## src/rtl/bcd_counter_2d_if.sv

```systemverilog
// bcd_counter_2d_if: control and count bundle between a BCD counter and its user
interface bcd_counter_2d_if;
  logic en;
  logic up_dn;
  logic load;
  logic [7:0] load_bcd;
  logic [7:0] bcd;
  logic bcd_valid;
  logic tc;
  logic err;
  modport master(output en, up_dn, load, load_bcd, input bcd, bcd_valid, tc, err);
  modport slave(input en, up_dn, load, load_bcd, output bcd, bcd_valid, tc, err);
endinterface

```

## src/rtl/bcd_counter_2d.sv

```systemverilog
// bcd_counter_2d: two-digit BCD up/down counter with checked load and wrap/saturate ends
module bcd_counter_2d #(
  parameter int MAX_COUNT = 99,
  parameter bit WRAP = 1'b1
) (
  input logic clk,
  input logic rst_n,
  bcd_counter_2d_if.slave bus
);
  localparam logic [7:0] MAX_BCD = {4'(MAX_COUNT / 10), 4'(MAX_COUNT % 10)};
  logic [7:0] cnt, nxt, up_nxt, dn_nxt;
  logic valid, err, load_ok, at_max, at_zero;
  logic [3:0] t, o;
  assign t = cnt[7:4];
  assign o = cnt[3:0];
  assign at_max = cnt == MAX_BCD;
  assign at_zero = cnt == 8'h00;
  // with both nibbles legal, a plain byte compare orders BCD values correctly
  assign load_ok = bus.load_bcd[7:4] <= 4'd9 && bus.load_bcd[3:0] <= 4'd9 && bus.load_bcd <= MAX_BCD;
  always_comb begin
    up_nxt = at_max ? (WRAP ? 8'h00 : cnt) : (o == 4'd9 ? {t + 4'd1, 4'd0} : {t, o + 4'd1});
    dn_nxt = at_zero ? (WRAP ? MAX_BCD : cnt) : (o == 4'd0 ? {t - 4'd1, 4'd9} : {t, o - 4'd1});
    nxt = bus.load ? (load_ok ? bus.load_bcd : cnt) : bus.en ? (bus.up_dn ? up_nxt : dn_nxt) : cnt;
  end
  always_ff @(posedge clk or negedge rst_n)
    if (!rst_n) begin
      cnt <= 8'h00;
      valid <= 1'b0;
      err <= 1'b0;
    end else begin
      cnt <= nxt;
      valid <= nxt != cnt;
      err <= bus.load ? !load_ok : err;
    end
  assign bus.bcd = cnt;
  assign bus.bcd_valid = valid;
  assign bus.err = err;
  assign bus.tc = bus.up_dn ? at_max : at_zero;
endmodule
```

## src/flat_wrapper.sv

```systemverilog
// flat-port wrapper written by rule: the top's interface ports become plain ports
module bcd_counter_2d_flat 
#(
  parameter int MAX_COUNT = 99,
  parameter bit WRAP = 1'b1
)
  (clk, rst_n, bus_en, bus_up_dn, bus_load, bus_load_bcd, bus_bcd, bus_bcd_valid, bus_tc, bus_err);
  bcd_counter_2d_if bus_i ();
  input logic clk;
  input logic rst_n;
  input wire logic [$bits(bus_i.en)-1:0] bus_en;
  input wire logic [$bits(bus_i.up_dn)-1:0] bus_up_dn;
  input wire logic [$bits(bus_i.load)-1:0] bus_load;
  input wire logic [$bits(bus_i.load_bcd)-1:0] bus_load_bcd;
  output wire logic [$bits(bus_i.bcd)-1:0] bus_bcd;
  output wire logic [$bits(bus_i.bcd_valid)-1:0] bus_bcd_valid;
  output wire logic [$bits(bus_i.tc)-1:0] bus_tc;
  output wire logic [$bits(bus_i.err)-1:0] bus_err;
  assign bus_i.en = bus_en;
  assign bus_i.up_dn = bus_up_dn;
  assign bus_i.load = bus_load;
  assign bus_i.load_bcd = bus_load_bcd;
  assign bus_bcd = bus_i.bcd;
  assign bus_bcd_valid = bus_i.bcd_valid;
  assign bus_tc = bus_i.tc;
  assign bus_err = bus_i.err;
  bcd_counter_2d #(.MAX_COUNT(MAX_COUNT), .WRAP(WRAP)) u_core (.clk(clk), .rst_n(rst_n), .bus(bus_i));
endmodule
```

## config.mk

```make
export PLATFORM = sky130hd
export DESIGN_NAME = bcd_counter_2d_flat
export DESIGN_NICKNAME = d
export VERILOG_FILES = /design/src/rtl/bcd_counter_2d_if.sv /design/src/rtl/bcd_counter_2d.sv /design/src/flat_wrapper.sv
export SDC_FILE = /design/constraint.sdc
export NUM_CORES = 1
export LEC_CHECK = 0
export BUFFER_PORTS_ARGS = -buffer_cell sky130_fd_sc_hd__buf_2
export CORE_MARGIN = 4
export CORE_UTILIZATION = 45
export CTS_CLUSTER_SIZE = 10
export DETAILED_ROUTE_END_ITERATION = 6
export PLACE_DENSITY = 0.72
export SYNTH_ARGS = -nofsm -noshare
export SYNTH_HDL_FRONTEND = slang
export SYNTH_SLANG_ARGS = --single-unit
```

## constraint.sdc

```tcl
create_clock -name clk -period 4.5 [get_ports clk]
set_input_delay 0.9 -clock clk [delete_from_list [all_inputs] [get_ports clk]]
set_output_delay 0.9 -clock clk [all_outputs]
set_load 0.05 [all_outputs]
```

==> impl_metrics.toml <==
[placed_design]
dp_hpwl_um = 2790
io_buffers = 23
gp_routability_congestion = 0.897
placed_area_um2 = 1400

[global_routing]
grt_pass1_vias = 1247
track_usage_pct = 20.9
grt_max_degree = 23
grt_pass1_wl_um = 5870
overflow = 0
antenna_found_initial = 0

[synth]
synthesis.nets = 194
synth_edf_count = 0
synth_commonest_cells = "19 x nand2_1, 19 x o21ai_0, 15 x a21oi_1"
yosysTopAreaCellShare_pct = 19.3
synth-adder-area-share_pct = 5.80
synth.distinct_cells = 53
yosysWarnings = 0
syn_avg_cell_area_um2 = 7.40
synthTopCellsByArea = "dfrtp_1 19%, o21ai_0 7.3%, a21oi_1 5.8%"
synth_xor_area_share_pct = 2.71
postSynthCellCount = 175
synth_ff_type = "dfrtp_1"
synth-simple-area-share_pct = 28.6
synthArstFlopShare_pct = 100
synth.area.mux_share_pct = 3.48
ys_seq_area_share_pct = 19.3
synth-compound-area-share_pct = 34.1
syn_area_um2 = 1290
synth_top_family_by_area = "compound AO/OA/AOI/OAI gates"
synth_top_area_cell = "dfrtp_1"
ys_ff_latch = 10

[routing]
drc = 0
routedWlPerCell_um = 16.8
wl_um = 3750
drt_iter0_drc = 117
dr.pass1.iters = 5
via_per_inst = 6.50
antenna_left = 0
via_count = 1450

[worst_setup_path]
critPathRequiredTime_ns = 3.60
critPathMaxStageDelay_ns = 0.53
r2r-end = "u_core.bus.bcd_valid$_DFF_PN0_"
arrival_ns = 2.28
end_kind = "primary output"
setup.worst_path.start_class = "flop"
slowest_stage = "or4b_4"
r2r_slack_ns = 1.88
critical_path.max_fanout = 11
reg2reg_depth = 8
path_cells = "inv_1, ha_1, or4b_4, o22ai_4, buf_2"
path_class = "flop to primary output"
r2r_start = "u_core.bus.bcd[0]$_DFF_PN0_"

[clocking]
cts.reportedPaths.clkPinSlew_ns = 0.07
cts_setup_buffers = 0
clock_path_buffers = 2
clock-sinks = 10
insertion_delay_ns = 0.27
ctsHoldBuffers = 0
cts_resized = 0
cts_max_level = 1
cts-root-buf = "clkbuf_4"
cts_tree = "done"
cts_buffers = 3

[finish]
final_area_um2 = 1440
final_util_pct = 52.1
drive_gt1_share_pct = 17.7
nNetsFinal = 212
syn_to_final_growth_pct = 11.0
antenna_cells = 0

[sta]
fin_worst_hold_slack_ns = 0.481
relSlewSlack_pct = 59.6
setup_tns_ns = 0
rsz0062_at_grt = "false"
hold_viol_final = 0
clock.fmax_mhz = 314
tightest_slew_ns = 0.600
post-route-min-period_ns = 3.18
drv_slew = 0
fin_crit_sh_pct = 70.7
finalSetupViolations = 0
skew_ns = 0.00718

[pwr]
total_power_uw = 536
peakVddDrop_mv = 0.277
p_per_area_nw_per_um2 = 373
power_leakage_nw = 0.608

[floorplanning]
rows = 19
die_y_um = 61.6
coreArea_um2 = 2760
fp.dieW_um = 61.6
start_util_pct = 47.0
die-area_um2 = 3800
io_pins = 24

[job]
maxCapViolCount = 0

[outcome]
run_status = "finished, final reports clean"

[hold_path]
hp-class = "input port to async pin"
## power breakdown
group          switching (mW)  total (mW)  internal [mW]  leakage, nW
Clock                  0.0327      0.0819         0.0492       0.0210
Sequential             0.0464       0.153          0.107        0.115
Combinational           0.196       0.301          0.105        0.472
## sequential cells by signal, summed over array words and instances, names as in the netlist
register / flops
u_core.bus.err: 1
u_core.bus.bcd: 8
u_core.bus.bcd_valid: 1
## stage by stage
stage / cells / worst slack (ns)
after floorplan: 175 / 1.54
final: 223 / 1.32
after global placement: 219 / 1.52
after global routing: 223 / 1.21
after CTS: 223 / 1.32
after detailed placement: 219 / 1.49
## layout by cell type, fill, tap and decap left out, drive strengths merged, types with 2 or more instances in the layout
master  Yosys  final
buf         3     23
o21ai      19     19
nand2      19     19
a21oi      16     16
dfrtp      10     10
nand3       9      9
nor2        9      9
inv         8      8
ha          6      6
nand4b      4      4
nor2b       4      4
and3        4      4
o22ai       4      4
clkbuf      7      4
nand2b      3      3
mux2i       3      3
xnor2       3      3
a31oi       3      3
nand3b      2      2
and2        2      2
nor3b       2      2
a221oi      2      2
o211a       2      2
o21bai      2      2
or3         2      2
o31ai       2      2
o21a        2      2
a311oi      2      2
a211oi      2      2
## area by class of cell
cell class / instances / area, µm²
inverter: 8 / 30.0
multi-input combinational: 147 / 967
clock buffer: 4 / 36.3
timing repair buffer: 23 / 115
fill: 279 / 1320
sequential: 10 / 250
tap: 31 / 38.8
## worst max-delay path, delay by kind of cell, from the launching register on
kind,cells,cell delay [ns]
compound gates,1,0.21
buf+inv,2,0.46
simple gates,1,0.53
fa+ha+maj,1,0.30
flops,1,0.52
## worst max-delay path by stage
stage	from	end	slack, ns	cells past startpoint
2_1_floorplan	u_core.bus.bcd[0]$_DFF_PN0_	bus_tc	1.54	5
3_3_place_gp	bus_up_dn	bus_tc	1.52	4
3_5_place_dp	bus_up_dn	bus_tc	1.49	4
4_1_cts	u_core.bus.bcd[1]$_DFF_PN0_	bus_tc	1.32	5
5_1_grt	u_core.bus.bcd[1]$_DFF_PN0_	bus_tc	1.21	5
6_report	u_core.bus.bcd[0]$_DFF_PN0_	bus_tc	1.32	5
## routing by layer
layer	vias up	track usage, %	routed length (µm)
li1	689	-	-
met1	667	28.1	1600
met2	86	33.3	1770
met3	8	4.82	327
met4	0	6.36	55
met5	-	0	0
## logic make-up (layout without fill, tap and decap cells)
logic type | after synthesis | in the layout
simple gates | 67 | 67
xor+xnor | 4 | 4
flops | 10 | 10
buf+inv | 18 | 35
mux | 4 | 4
fa+ha+maj | 6 | 6
compound gates | 66 | 66
Power figures use the tool's default switching activity.
